### config.mk
export PLATFORM = sky130hd
export DESIGN_NAME = qpu_ifu_ifetch
export DESIGN_NICKNAME = d
export VERILOG_FILES = /design/src/rtl/qpu_ifu_ifetch.sv
export SDC_FILE = /design/constraint.sdc
export NUM_CORES = 1
export LEC_CHECK = 0
export BUFFER_PORTS_ARGS = -buffer_cell sky130_fd_sc_hd__buf_2
export CAP_MARGIN = 30
export CORE_MARGIN = 2
export CORE_UTILIZATION = 50
export CTS_CLUSTER_DIAMETER = 150
export DETAILED_ROUTE_END_ITERATION = 6
export HOLD_SLACK_MARGIN = 0.1
export PLACE_DENSITY = 0.75
export SLEW_MARGIN = 10
export SYNTH_ARGS = -nofsm -noshare
export SYNTH_HDL_FRONTEND = slang
export SYNTH_SLANG_ARGS = --single-unit
### constraint.sdc
create_clock -name clk -period 3.65 [get_ports clk]
set_clock_uncertainty 0.05 [all_clocks]
set_input_delay 0.1825 -clock clk [delete_from_list [all_inputs] [get_ports clk]]
set_output_delay 0.1825 -clock clk [all_outputs]
set_load 0.1 [all_outputs]
### src/rtl/qpu_ifu_ifetch.sv
// Instruction fetch unit: one-outstanding memory read, IR plus one skid entry, flush and halt control.
// Define QPU_IFU_STATIC_BPU_EN to enable static backward-taken branch prediction on fetched branches.
`ifndef QPU_PC_SIZE
`define QPU_PC_SIZE 32
`endif
`ifndef QPU_INSTR_SIZE
`define QPU_INSTR_SIZE 32
`endif
`ifndef QPU_XLEN
`define QPU_XLEN 32
`endif

module qpu_ifu_ifetch #(
  parameter logic [`QPU_PC_SIZE-1:0] RESET_PC = `QPU_PC_SIZE'h0
) (
  input  logic                       clk,
  input  logic                       rst,
  output logic                       ifu_req_en,
  output logic [`QPU_PC_SIZE-1:0]    ifu_req_addr,
  input  logic [`QPU_INSTR_SIZE-1:0] ifu_rsp_instr,
  output logic                       ifu_o_valid,
  input  logic                       exu_i_ready,
  output logic [`QPU_INSTR_SIZE-1:0] ifu_o_ir,
  output logic [`QPU_PC_SIZE-1:0]    ifu_o_pc,
  output logic                       ifu_o_prdt_taken,
  input  logic                       exu_flush_req,
  input  logic [`QPU_PC_SIZE-1:0]    exu_flush_pc,
  input  logic                       exu_halt_req,
  output logic                       ifu_halt_ack
);

  localparam int unsigned PC_W = `QPU_PC_SIZE;
  localparam int unsigned IW   = `QPU_INSTR_SIZE;

  typedef enum logic [1:0] {S_IDLE, S_FETCH, S_HALT} state_t;

  state_t          state_q, state_d;
  logic [PC_W-1:0] pc_q;
  logic            out_q;
  logic            ir_valid_q, sk_valid_q;
  logic [IW-1:0]   ir_instr_q, sk_instr_q;
  logic [PC_W-1:0] ir_pc_q, sk_pc_q;
  logic            ir_taken_q, sk_taken_q;

  logic            rsp_v;
  logic            ir_free;
  logic            handoff;
  logic [1:0]      occ;
  logic            fetch_room;
  logic            rsp_taken;
  logic            redirect;
  logic [PC_W-1:0] bpu_target;
  logic [PC_W-1:0] fetch_pc;

  // The response of the outstanding read lands this cycle unless a flush discards it.
  assign rsp_v      = out_q && !exu_flush_req;
  assign handoff    = ir_valid_q && exu_i_ready;
  assign ir_free    = !ir_valid_q || exu_i_ready;
  assign occ        = 2'(ir_valid_q) + 2'(sk_valid_q) + 2'(out_q);
  assign fetch_room = handoff ? (occ <= 2'd2) : (occ <= 2'd1);

`ifdef QPU_IFU_STATIC_BPU_EN
  localparam int unsigned XLEN = `QPU_XLEN;

  logic [PC_W-1:0] out_pc_q;
  logic            rsp_is_br;
  logic [XLEN-1:0] rsp_imm;

  assign rsp_is_br  = ifu_rsp_instr[6:0] == 7'b1100011;
  assign rsp_imm    = {{(XLEN-13){ifu_rsp_instr[31]}}, ifu_rsp_instr[31], ifu_rsp_instr[7],
                       ifu_rsp_instr[30:25], ifu_rsp_instr[11:8], 1'b0};
  assign rsp_taken  = rsp_is_br && rsp_imm[XLEN-1];
  assign bpu_target = out_pc_q + PC_W'($signed(rsp_imm));
  assign redirect   = rsp_v && rsp_taken;

  // Address of the read in flight, needed to form the branch target.
  always_ff @(posedge clk) begin
    if (rst) begin
      out_pc_q <= '0;
    end else if (ifu_req_en) begin
      out_pc_q <= ifu_req_addr;
    end
  end
`else
  assign rsp_taken  = 1'b0;
  assign redirect   = 1'b0;
  assign bpu_target = pc_q;
`endif

  assign fetch_pc = redirect ? bpu_target : pc_q;

  // State register.
  always_ff @(posedge clk) begin
    if (rst) begin
      state_q <= S_IDLE;
    end else begin
      state_q <= state_d;
    end
  end

  // Next state: flush wins; no request is issued while halting, so HALT follows with nothing in flight.
  always_comb begin
    state_d = state_q;
    if (exu_flush_req) begin
      state_d = S_FETCH;
    end else begin
      case (state_q)
        S_IDLE:  state_d = S_FETCH;
        S_FETCH: if (exu_halt_req) state_d = S_HALT;
        S_HALT:  if (!exu_halt_req) state_d = S_FETCH;
        default: state_d = S_IDLE;
      endcase
    end
  end

  // Request and acknowledge outputs.
  always_comb begin
    ifu_req_en   = 1'b0;
    ifu_req_addr = fetch_pc;
    ifu_halt_ack = 1'b0;
    case (state_q)
      S_FETCH: ifu_req_en = !exu_flush_req && !exu_halt_req && fetch_room;
      S_HALT:  ifu_halt_ack = 1'b1;
      default: ;
    endcase
  end

  // Fetch PC, outstanding flag and the IR/skid queue.
  always_ff @(posedge clk) begin
    if (rst) begin
      pc_q       <= RESET_PC;
      out_q      <= 1'b0;
      ir_valid_q <= 1'b0;
      ir_instr_q <= '0;
      ir_pc_q    <= '0;
      ir_taken_q <= 1'b0;
      sk_valid_q <= 1'b0;
      sk_instr_q <= '0;
      sk_pc_q    <= '0;
      sk_taken_q <= 1'b0;
    end else if (exu_flush_req) begin
      pc_q       <= exu_flush_pc;
      out_q      <= 1'b0;
      ir_valid_q <= 1'b0;
      sk_valid_q <= 1'b0;
    end else begin
      out_q <= ifu_req_en;
      if (ifu_req_en) begin
        pc_q <= ifu_req_addr + PC_W'(4);
      end else if (redirect) begin
        pc_q <= bpu_target;
      end

      if (ir_free) begin
        if (sk_valid_q) begin
          ir_instr_q <= sk_instr_q;
          ir_pc_q    <= sk_pc_q;
          ir_taken_q <= sk_taken_q;
          sk_valid_q <= rsp_v;
          if (rsp_v) begin
            sk_instr_q <= ifu_rsp_instr;
            sk_pc_q    <= pc_q - PC_W'(4);
            sk_taken_q <= rsp_taken;
          end
        end else if (rsp_v) begin
          ir_valid_q <= 1'b1;
          ir_instr_q <= ifu_rsp_instr;
          ir_pc_q    <= pc_q - PC_W'(4);
          ir_taken_q <= rsp_taken;
        end else begin
          ir_valid_q <= 1'b0;
        end
      end else if (rsp_v) begin
        sk_valid_q <= 1'b1;
        sk_instr_q <= ifu_rsp_instr;
        sk_pc_q    <= pc_q - PC_W'(4);
        sk_taken_q <= rsp_taken;
      end
    end
  end

  assign ifu_o_valid      = ir_valid_q;
  assign ifu_o_ir         = ir_instr_q;
  assign ifu_o_pc         = ir_pc_q;
  assign ifu_o_prdt_taken = ir_taken_q;

endmodule

### After elaboration in Yosys (flattened, before gate mapping)

Cells that the tools add are included.

* flip-flop bits (word level): 167
* output and inout port bits: 100
* logic and storage cells: 73

* add/subtract/negate cells: 4
* magnitude comparators: 2
* equality and inequality tests: 7
* multiplexer cells: 28
* bitwise operators: 2
* reduce and logical (&&, ||, !) cells: 18

Operators with widths (number)
* $mux 32: 12
* $add 32x3->32 const B: 1
* $sub 32x3->32 const B: 1
* $mux 1: 13
* $reduce_and 2->1: 4
* $ne 2x2->1 const B: 3
* $ne 3x3->1 const B: 2
* $pmux 2 s3: 1
* $reduce_bool 2->1: 3
* $logic_and 1x1->1: 4
* $mux 2: 2
* $logic_not 1->1: 3
* $reduce_and 3->1: 1
* $add 1x1->2: 1
* $add 2x1->2: 1
* $eq 2x1->1 const B: 1
* $eq 2x2->1 const B: 1
* $le 2x1->1 const B: 1
* $le 2x2->1 const B: 1
* $logic_not 2->1: 1
* $not 1->1: 2
* $reduce_or 2->1: 1
* $logic_or 1x1->1: 1

### Longest topological paths before layout

Gate-level depths: netlist of run 1.

* depth after elaboration: 8
* mapped depth: 12

### Least setup slack after synthesis of run 1

Ideal clock, no wire load.

* path type: flip-flop to flip-flop
* start point: reg ir_valid_q (netlist: ifu_o_valid)
* end point: reg pc_q[30] (netlist: ifu_req_addr[30])
* setup time: 0.074 ns
* data arrival time: 3.503 ns
* path slack: 0.022 ns
* cell stages (with the launch flop): 11
* period minus slack after synthesis: 3.628 ns
* path through: dfxtp_1 inv_1 fa_1 a31oi_1 or2_2 buf_2 inv_1 buf_2 nand4_1 or2_2 a31oi_1

* word-level cells in the longest chain between the ends: 7
* elaborated cells on any way between the ends: 9
* those cells by class: add/sub: 2; order compare: 2; mux: 2; reduce/logical: 3

RTL lines
* start, declared: RTL line 40 `logic ir_valid_q, sk_valid_q;`
* start signal, assigned: RTL line 133 `ir_valid_q <= 1'b0;`
* start signal, assigned: RTL line 144 `ir_valid_q <= 1'b0;`
* start signal, assigned: RTL line 166 `ir_valid_q <= 1'b1;`
* $add 1x1->2: RTL line 59 `assign occ = 2'(ir_valid_q) + 2'(sk_valid_q) + 2'(out_q);`
* $add 2x1->2: RTL line 59
* $le 2x1->1 / $le 2x2->1 (equally long branches): RTL line 60 `assign fetch_room = handoff ? (occ <= 2'd2) : (occ <= 2'd1);`
* $mux 1 *: RTL line 60
* $logic_and 1x1->1 *: RTL line 122 `S_FETCH: ifu_req_en = !exu_flush_req && !exu_halt_req && fetch_room;`
* $mux 1 *: RTL line 121 `case (state_q)`
* net ifu_req_en: RTL line 18 `output logic ifu_req_en,`
* $reduce_bool 2->1 (no source line) *
* end signal, assigned: RTL line 142 `pc_q <= exu_flush_pc;`
* end signal, assigned: RTL line 149 `pc_q <= ifu_req_addr + PC_W'(4);`
* end signal, assigned: RTL line 151 `pc_q <= bpu_target;`
* end, declared: RTL line 38 `logic [PC_W-1:0] pc_q;`

The timed path passes the listed nets; every way through them passes the cells marked *.
A chain may end at the register's enable or synchronous reset.

### Worst setup path in the final report of run 1

* start point: reg ir_valid_q (netlist: ifu_o_valid)
* end point: out ifu_req_en

* word-level cells in the longest chain between the ends: 6
* elaborated cells on any way between the ends: 8
* those cells by class: add/sub: 2; order compare: 2; mux: 2; reduce/logical: 2

RTL lines (RTL line)
* $add 1x1->2: 59
* $add 2x1->2: 59
* $le 2x1->1 / $le 2x2->1 (equally long branches): 60
* $mux 1 *: 60
* $logic_and 1x1->1 *: 122
* $mux 1 *: 121
* end, declared: 18

Every way passes the cells marked *; elsewhere a longest branch is shown, timed or not.

==> impl_metrics.env, run 1 <==
export IMPL_async_reset_ff_share_pct=0
export IMPL_slew_viol_final=0
export IMPL_synthesis_area_um2=7681
export IMPL_crit_path_end_kind="primary output"
export IMPL_period_share_pct=76.61
export IMPL_nFillCells=1235
export IMPL_antenna_cells=0
export IMPL_clock_sinks=165
export IMPL_final_nets=1197
export IMPL_start_util_pct=50.90
export IMPL_cellPowerDensity_nw_per_um2=436.7
export IMPL_area_growth_synth_to_final_pct=27.61
export IMPL_dp_hpwl_um=13760
export IMPL_gp_congestion=0.9218
export IMPL_rows=45
export IMPL_hp_class="input pin to register"
export IMPL_drive_gt1_share_pct=21.53
export IMPL_yosys_warnings=0
export IMPL_worstPathRequired_ps=3420
export IMPL_dp_slack_ps=995.9
export IMPL_postLayoutCoreUtil_pct=64.96
export IMPL_critPathArrivalTime_ps=2560
export IMPL_drc=0
export IMPL_clock_path_buffers=2
export IMPL_timing_hold_ws_ps=154.5
export IMPL_cp_start_kind="register"
export IMPL_synth_net_count=1015
export IMPL_antenna_left=0
export IMPL_grt_max_degree=98
export IMPL_die_h_um=127.9
export IMPL_synth_ff_type="dfxtp_1"
export IMPL_cts_setup_buffers=0
export IMPL_crit_path_max_fanout=13
export IMPL_fin_ws_ps=853.9
export IMPL_cts_resized_gates=0
export IMPL_clk_pin_slew_worst_paths_ps=60
export IMPL_finalSetupViolations=0
export IMPL_netlist_instances=943
export IMPL_syn_mean_instance_area_um2=8.145
export IMPL_cts_tree="done"
export IMPL_peakVddDrop_mv=0.3291
export IMPL_yosysSeqAreaShare_pct=43.00
export IMPL_clkLatencyLatePin_ps=430
export IMPL_grt_overflow=0
export IMPL_drtIter0Drc=530
export IMPL_hold_buffers=64
export IMPL_avgViaCountPerCell=5.756
export IMPL_grt_pass1_wl_um=34420
export IMPL_cap_violations=0
export IMPL_synth_edf_count=0
export IMPL_wirelength_um=21760
export IMPL_fmax_ghz=0.3576
export IMPL_final_hold_viol_count=0
export IMPL_synthDistinctLibCells=64
export IMPL_rsz0062_at_grt="no"
export IMPL_vias=7632
export IMPL_cts_buffers=17
export IMPL_first_pass_iters=5
export IMPL_grt_util_all_layers_pct=26.20
export IMPL_die_x_um=127.9
export IMPL_p_total_mw=4.280
export IMPL_finalSetupTns_ps=0
export IMPL_path_class="register to primary output"
export IMPL_p_leak_nw=3.718
export IMPL_port_buffers=167
export IMPL_relSlewSlack_pct=36.25
export IMPL_ys_ff_latch=165
export IMPL_grt_pass1_vias=6783
export IMPL_core_um2=15090
export IMPL_status="finished clean"
export IMPL_root_buffer="clkbuf_16"
export IMPL_dieArea_um2=16370
export IMPL_worst_pin_slew_ps=952.7
export IMPL_h_tree_depth=4
export IMPL_min_period_ps=2796
export IMPL_ioPinCount=169
export IMPL_antenna_found_initial=0
export IMPL_wire_per_inst_um=16.41
## synth_stat cells (all sizes together), types with 4 or more instances
cell	count	area, µm²
a21oi	68	340.3
or2	7	43.79
a31oi	22	137.6
clkbuf	74	277.8
o21a	4	30.03
nand4	19	118.9
o31a	12	105.1
o221ai	4	35.03
xnor2	12	105.1
or3	9	56.30
buf	16	93.84
inv	12	45.04
nor2	101	379.1
mux2i	38	380.4
xor2	10	87.58
nand3	26	130.1
and4	5	43.79
nand2	134	503.0
dfxtp	165	3303
nor4	16	131.4
a21o	4	30.03
o211ai	7	52.55
nor3	34	175.2
a211oi	55	422.9
o21ai	29	145.1
and3	4	25.02
a211o	4	35.03
or4	9	75.07
## path summary, 6_finish.rpt
check	startpoint	to	slack [ps]	depth (start not counted)
hold / removal	exu_flush_pc[31]	ifu_req_addr[31]	150	4
hold reg to reg	ifu_o_pc[6]	ifu_o_pc[6]	400	2
setup / recovery	ifu_o_valid	ifu_req_en	850	6
setup reg to reg	ifu_req_addr[6]	sk_pc_q[24]	930	4
## cell type report
| class | instances | area [µm²] | area share [%] |
|---|---|---|---|
| well taps | 188 | 235.2 | 2.400 |
| clock inverters | 14 | 127.6 | 1.302 |
| multi-input cells | 675 | 3975 | 40.55 |
| repair buffers | 253 | 1672 | 17.05 |
| inverters | 13 | 48.80 | 0.4978 |
| clock buffers | 18 | 439.2 | 4.480 |
| flip-flops and latches | 165 | 3304 | 33.71 |
## report_power, final
group	leakage (nW)	internal, mW	switching (mW)
registers	1.34	1.83	0.0575
logic	2.11	0.192	0.469
clock network	0.275	0.964	0.764
## cells in the final DEF (no fill, tap or decap), types with 5 or more instances in the layout
| cell | netlist | final |
|---|---|---|
| xnor2_1 | 12 | 12 |
| o21ai_1 | 6 | 5 |
| o211ai_1 | 7 | 7 |
| dlygate4sd3_1 | 0 | 64 |
| xor2_1 | 10 | 10 |
| nor4_1 | 11 | 11 |
| or2_2 | 7 | 7 |
| o31a_1 | 12 | 12 |
| and4_1 | 5 | 5 |
| a211oi_1 | 53 | 53 |
| buf_4 | 1 | 22 |
| clkbuf_16 | 0 | 17 |
| buf_2 | 6 | 165 |
| nand4_1 | 19 | 19 |
| mux2i_1 | 38 | 38 |
| a31oi_1 | 22 | 22 |
| nand2_1 | 134 | 134 |
| nand3_1 | 26 | 26 |
| nor3_1 | 33 | 32 |
| dfxtp_1 | 165 | 164 |
| nor4_2 | 5 | 5 |
| o21ai_0 | 23 | 23 |
| inv_1 | 12 | 12 |
| or3_1 | 9 | 9 |
| nor2_1 | 101 | 101 |
| or4_1 | 7 | 7 |
| a21oi_1 | 68 | 68 |
## worst max-delay path, cell delays in order (launching register included)
cell and delay, ps:
dfxtp_1 370, inv_1 90, fa_1 550, a31oi_1 130, or2_2 330, inv_1 420, buf_12 250
## per-layer routing
layer  track usage (%)  part of all wire [%]  up-vias
met1             35.94                    46     3568
met5                 0                     0        -
met4             10.28                   2.9        0
li1                  -                     -     3737
met3             5.092                   5.8       48
met2             40.83                    46      279
## per-stage QoR
stage                     cell area [µm²]  std cells
after floorplan                      7681        943
after global placement               8594       1230
after detailed placement             8594       1230
after CTS                            9802       1326
after global routing                 9802       1326
final                                9802       1326
## kinds of logic after synthesis
family | count (synthesis) | share of synthesized area (%)
buf+inv | 103 | 5.473
mux | 39 | 5.098
xor+xnor | 22 | 2.508
simple gates | 374 | 22.85
compound gates | 235 | 20.30
other cells | 1 | 0.04882
fa+ha+maj | 4 | 0.7167
flops | 165 | 43.00
## state kept, by name, summed over array words and instances, names as in the netlist
signal,flops
sk_pc_q,32
ifu_req_addr,32
ifu_o_ir,32
ifu_o_pc,32
sk_instr_q,32
out_q,1
state_q,2
ifu_o_valid,1
sk_valid_q,1
Note: power is estimated with default switching activity, not from simulation.
==> run 2: changes to the inputs <==
--- a/config.mk
+++ b/config.mk
@@ -8,11 +8,11 @@
 export BUFFER_PORTS_ARGS = -buffer_cell sky130_fd_sc_hd__buf_2
 export CAP_MARGIN = 30
 export CORE_MARGIN = 2
-export CORE_UTILIZATION = 50
+export CORE_UTILIZATION = 49
 export CTS_CLUSTER_DIAMETER = 150
 export DETAILED_ROUTE_END_ITERATION = 6
 export HOLD_SLACK_MARGIN = 0.1
-export PLACE_DENSITY = 0.75
+export PLACE_DENSITY = 0.77
 export SLEW_MARGIN = 10
 export SYNTH_ARGS = -nofsm -noshare
 export SYNTH_HDL_FRONTEND = slang
==> constraint.sdc (replaced) <==
create_clock -name clk -period 2.4 [get_ports clk]
set_clock_uncertainty 0.05 [all_clocks]
set_input_delay 0.12 -clock clk [delete_from_list [all_inputs] [get_ports clk]]
set_output_delay 0.12 -clock clk [all_outputs]
set_load 0.1 [all_outputs]
==> run 2 against run 1 <==
Effect of this change: worst setup slack worse by 800 ps; highest routed layer unchanged; critical path depth down 2; first-iteration DRC count up 29%; hold slack better by 63 ps; flip-flop and latch count unchanged.
==> impl_metrics.env, run 2 (synthesis gave the netlist of run 1 again) <==
export IMPL_cp_start_kind="register"
export IMPL_peakVddDrop_mv=0.6604
export IMPL_grt_max_degree=158
export IMPL_worstPathCellList="or4_4 > or4_4 > or4_4 > a311oi_2"
export IMPL_crit_path_end_kind="register"
export IMPL_antenna_left=0
export IMPL_nFillCells=1273
export IMPL_cellPowerDensity_nw_per_um2=642.4
export IMPL_wire_per_inst_um=16.30
export IMPL_port_buffers=167
export IMPL_area_growth_synth_to_final_pct=33.12
export IMPL_period_share_pct=97.69
export IMPL_cp_slowest_cell="or4_4"
export IMPL_final_cell_mix="buf_2 (165), dfxtp_1 (137), nand2_1 (134)"
export IMPL_max_stage_delay_ps=640
export IMPL_dp_hpwl_um=13800
export IMPL_critPathArrivalTime_ps=2640
export IMPL_dp_slack_ps=70.69
export IMPL_die_x_um=129.2
export IMPL_ioPinCount=169
export IMPL_crit_path_max_fanout=14
export IMPL_rows=45
export IMPL_cap_violations=0
export IMPL_relSlewSlack_pct=52.70
export IMPL_first_pass_iters=5
export IMPL_clock_sinks=165
export IMPL_final_nets=1218
export IMPL_clkLatencyLatePin_ps=430
export IMPL_min_period_ps=2345
export IMPL_postLayoutCoreUtil_pct=67.01
export IMPL_avgViaCountPerCell=5.603
export IMPL_antenna_found_initial=0
export IMPL_worst_pin_slew_ps=709.5
export IMPL_clock_path_buffers=2
export IMPL_finalSetupViolations=0
export IMPL_power_switching_mw=1.951
export IMPL_start_util_pct=50.34
export IMPL_h_tree_depth=4
export IMPL_grt_overflow=0
export IMPL_seqPwrFrac_pct=43.5
export IMPL_cts_buffers=17
export IMPL_drive_gt1_share_pct=26.32
export IMPL_status="finished clean"
export IMPL_rsz0062_at_grt="yes"
export IMPL_dieArea_um2=16690
export IMPL_grt_util_all_layers_pct=26.63
export IMPL_wirelength_um=22340
export IMPL_p_leak_nw=3.878
export IMPL_placed_cell_area_um2=8955
export IMPL_clk_pin_slew_worst_paths_ps=70
export IMPL_clkPwrFrac_pct=40.0
export IMPL_gp_congestion=0.8727
export IMPL_timing_hold_ws_ps=217.7
export IMPL_hp_class="input pin to register"
export IMPL_root_buffer="clkbuf_16"
export IMPL_cp_common_cell="or4_4"
export IMPL_comb_power_share_pct=16.6
export IMPL_worstPathRequired_ps=2690
export IMPL_slew_viol_final=0
export IMPL_path_class="register to register"
export IMPL_cts_tree="done"
export IMPL_design_area_um2=10220
export IMPL_die_h_um=129.2
export IMPL_fmax_ghz=0.4265
export IMPL_p_int_mw=4.617
export IMPL_fin_ws_ps=55.35
export IMPL_final_hold_viol_count=0
export IMPL_switching_share_pct=29.70
export IMPL_vias=7682
export IMPL_grt_pass1_wl_um=35470
export IMPL_drc=0
export IMPL_final_common_cell="buf_2"
export IMPL_grt_pass1_vias=7056
export IMPL_drtIter0Drc=682
export IMPL_core_um2=15260
run 2: cell count changes in the layout (fill, tap and decap cells not counted), sizes merged:
cell,before,now
diode,0,1
clkbuf,18,22
bufinv,1,0
dlygate4sd3,64,66
clkinvlp,3,1
inv,16,15
buf,189,208
run 2: stage by stage:
| step | TNS [ps] | power (mW) | instances |
|---|---|---|---|
| final | 0 | 6.568 | 1371 |
| after global routing | -17.06 | 6.799 | 1370 |
| after CTS | 0 | 6.576 | 1370 |
| after detailed placement | 0 | 3.896 | 1272 |
| after global placement | 0 | 3.888 | 1272 |
| after floorplan | -1410 | 3.651 | 943 |
run 2: timing repair:
| action | 4_1_cts | 5_1_grt |
|---|---|---|
| resized for setup | 0 | 9 |
| hold buffers | 66 | 0 |
| hold endpoints to repair | 100 | 0 |
| setup endpoints to repair | 0 | 13 |
| buffers inserted | 0 | 0 |
run 2: power by group through the flow:
stage          combinational (mW)  clock (mW)  sequential, mW
2_1_floorplan               0.410           0            3.24
3_3_place_gp                0.975           0            2.91
3_5_place_dp                0.981           0            2.91
4_1_cts                      1.07        2.65            2.85
5_1_grt                      1.15        2.79            2.86
6_report                     1.09        2.63            2.86
run 2: cell type report:
class,instances,area [µm²],area share [%]
inverters,13,68.82,0.6730
flip-flops and latches,165,3366,32.92
multi-input cells,675,4076,39.87
well taps,211,264.0,2.582
diodes,1,2.502,0.02447
clock inverters,10,66.31,0.6486
clock buffers,22,505.5,4.944
repair buffers,274,1876,18.34
run 2: worst paths after layout:
check / from / depth (start not counted) / slack [ps] / to
worst max register to register: ifu_req_addr[13] / 4 / 60 / sk_pc_q[24]
worst min register to register: ifu_o_pc[2] / 2 / 400 / ifu_o_pc[2]
worst min-delay path: exu_flush_req / 4 / 220 / ifu_req_addr[22]
worst max-delay path: ifu_req_addr[13] / 4 / 60 / sk_pc_q[24]
run 2: metal layers:
metal,GRT usage [%],up-vias,share of wire [%]
li1,-,3798,-
met1,33.79,3552,43
met2,43.87,277,49
met3,5.285,55,5.4
met4,12.15,0,3.2
met5,0,-,0
run 2: critical path: cells and delay by family, from the launching register on:
family / cells / cell delay [ps]
simple gates: 3 / 1640
compound gates: 1 / 230
flops: 1 / 340
==> run 3: changes to the inputs <==
--- a/config.mk
+++ b/config.mk
@@ -7,7 +7,8 @@
 export LEC_CHECK = 0
 export BUFFER_PORTS_ARGS = -buffer_cell sky130_fd_sc_hd__buf_2
 export CAP_MARGIN = 30
-export CORE_MARGIN = 2
+export CORE_ASPECT_RATIO = 0.7
+export CORE_MARGIN = 4
 export CORE_UTILIZATION = 49
 export CTS_CLUSTER_DIAMETER = 150
 export DETAILED_ROUTE_END_ITERATION = 6
==> run 3 against run 2 <==
Effect of this change: hold slack better by 18 ps; fmax down 1.4%; cell count down 0.73%; worst setup slack worse by 33 ps; non-clock buffer count up 7; clock power up 5%; via count up 1.7%; sequential power about the same; register-to-register slack worse by 30 ps; flip-flop and latch count unchanged; core utilization up 1.3 points; critical path type unchanged; largest cell class unchanged; highest routed layer is now met5.
==> impl_metrics.env, run 3 (synthesis gave the netlist of run 1 again) <==
export IMPL_status="finished clean"
export IMPL_dp_slack_ps=67.32
export IMPL_clk_pin_slew_worst_paths_ps=70
export IMPL_slew_viol_final=0
export IMPL_dp_cells=1256
export IMPL_final_cell_mix="buf_2 (165), dfxtp_1 (138), nand2_1 (134)"
export IMPL_antenna_left=0
export IMPL_dieArea_um2=17770
export IMPL_final_hold_viol_count=0
export IMPL_clkLatencyLatePin_ps=420
export IMPL_critPathArrivalTime_ps=2640
export IMPL_holdPathEnd="ifu_req_addr[22]"
export IMPL_cp_start_kind="register"
export IMPL_seq_area_um2=3364
export IMPL_postLayoutCoreUtil_pct=68.36
export IMPL_grt_overflow=0
export IMPL_cts_buffers=17
export IMPL_grt_max_degree=66
export IMPL_switching_share_pct=30.15
export IMPL_final_common_cell="buf_2"
export IMPL_drtIter0Drc=649
export IMPL_crit_path_max_fanout=14
export IMPL_cp_startpoint="ifu_req_addr[13]"
export IMPL_r2r_worst_path_cells=4
export IMPL_cellPowerDensity_nw_per_um2=651.1
export IMPL_worst_pin_slew_ps=622.8
export IMPL_antenna_found_initial=1
export IMPL_path_class="register to register"
export IMPL_min_from="exu_flush_req"
export IMPL_grt_pass1_vias=7365
export IMPL_clkPwrFrac_pct=41.0
export IMPL_avgViaCountPerCell=5.740
export IMPL_fin_ws_ps=22.72
export IMPL_ioPinCount=169
export IMPL_finalSetupViolations=0
export IMPL_wire_per_inst_um=16.87
export IMPL_peakVddDrop_mv=0.4225
export IMPL_gp_congestion=0.8832
export IMPL_relSlewSlack_pct=58.48
export IMPL_p_leak_nw=3.916
export IMPL_drc=0
export IMPL_design_area_um2=10280
export IMPL_vias=7812
export IMPL_wirelength_um=22960
export IMPL_multiInputGateArea_um2=4086
export IMPL_die_h_um=112.8
export IMPL_regToRegSetupSlack_ps=20
export IMPL_nFillCells=1233
export IMPL_antenna_cells=0
export IMPL_comb_power_share_pct=16.2
export IMPL_clock_path_buffers=2
export IMPL_critical_path_reg2reg_startpoint="ifu_req_addr[13]"
export IMPL_root_buffer="clkbuf_16"
export IMPL_first_pass_iters=5
export IMPL_seqPwrFrac_pct=42.7
export IMPL_dp_hpwl_um=14770
export IMPL_min_period_ps=2377
export IMPL_area_growth_synth_to_final_pct=33.90
export IMPL_start_util_pct=51.05
export IMPL_timing_hold_ws_ps=235.7
export IMPL_cap_violations=0
export IMPL_final_nets=1225
export IMPL_cts_setup_buffers=0
export IMPL_grt_pass1_wl_um=37380
export IMPL_rsz0062_at_grt="yes"
export IMPL_r2r_end="sk_pc_q[24]"
export IMPL_power_switching_mw=2.019
export IMPL_p_int_mw=4.678
export IMPL_cts_tree="done"
export IMPL_die_x_um=157.6
export IMPL_period_share_pct=99.05
export IMPL_grt_util_all_layers_pct=25.47
export IMPL_crit_path_end_kind="register"
export IMPL_port_buffers=167
export IMPL_core_um2=15050
export IMPL_min_path_cells=4
export IMPL_clock_sinks=165
export IMPL_final_cells=1361
export IMPL_rows=37
export IMPL_drive_gt1_share_pct=26.16
export IMPL_h_tree_depth=4
export IMPL_fmax_ghz=0.4206
export IMPL_placed_cell_area_um2=8922
export IMPL_hp_class="input pin to register"
export IMPL_worstPathRequired_ps=2660
[run 3: cell types whose count changed in the layout (fill, tap and decap cells not counted), sizes merged]
cell and change:
clkinv -5, clkbuf -2, clkinvlp +1, bufinv +1
diode -1, dlygate4sd3 +7, inv +5
[run 3: worst max-delay path, stage by stage, from the launching register on]
cell and delay (ps):
dfxtp_4 340, or4_4 520, or4_4 650, or4_4 470, a311oi_1 260
[run 3: how the worst max path moves through the flow]
stage	slack [ps]	depth (start not counted)	to
after floorplan	-120	12	ifu_req_addr[30]
after global placement	100	4	sk_pc_q[24]
after detailed placement	70	4	sk_pc_q[24]
after CTS	50	4	sk_pc_q[24]
after global routing	-20	4	sk_pc_q[24]
final	20	4	sk_pc_q[24]
[run 3: area by class of cell]
cell class	instances	area share, %
Clock buffer	20	4.550
Clock inverter	12	1.253
Inverter	13	0.6204
Multi-Input combinational cell	675	39.73
Sequential cell	165	32.71
Tap cell	195	2.372
Timing Repair Buffer	281	18.76
[run 3: power by group through the flow]
stage | Clock (mW) | Combinational [mW] | Sequential, mW
finish | 2.75 | 1.09 | 2.86
global route | 2.91 | 1.15 | 2.87
CTS | 2.78 | 1.07 | 2.86
global placement | 0 | 0.974 | 2.92
floorplan | 0 | 0.410 | 3.24
detailed placement | 0 | 0.980 | 2.92
[run 3: layer usage]
layer / share of wire [%] / global-route usage, % / vias to the layer above / wire (µm)
li1: - / - / 3806 / -
met3: 7.8 / 4.969 / 40 / 1794
met5: 0.057 / 0 / - / 13
met1: 45 / 36.45 / 3652 / 10380
met2: 45 / 39.26 / 312 / 10430
met4: 1.5 / 7.049 / 2 / 337
[run 3: per-stage QoR]
| step | power, mW | setup TNS (ps) |
|---|---|---|
| after floorplan | 3.651 | -1410 |
| after global placement | 3.893 | 0 |
| after detailed placement | 3.900 | 0 |
| after CTS | 6.707 | 0 |
| after global routing | 6.933 | -18.62 |
| final | 6.697 | 0 |
[run 3: what timing repair did]
item / 4_1_cts / 5_1_grt
setup endpoints to repair: 0 / 12
resized for setup: 0 / 8
hold endpoints to repair: 105 / 0
hold buffers: 73 / 0
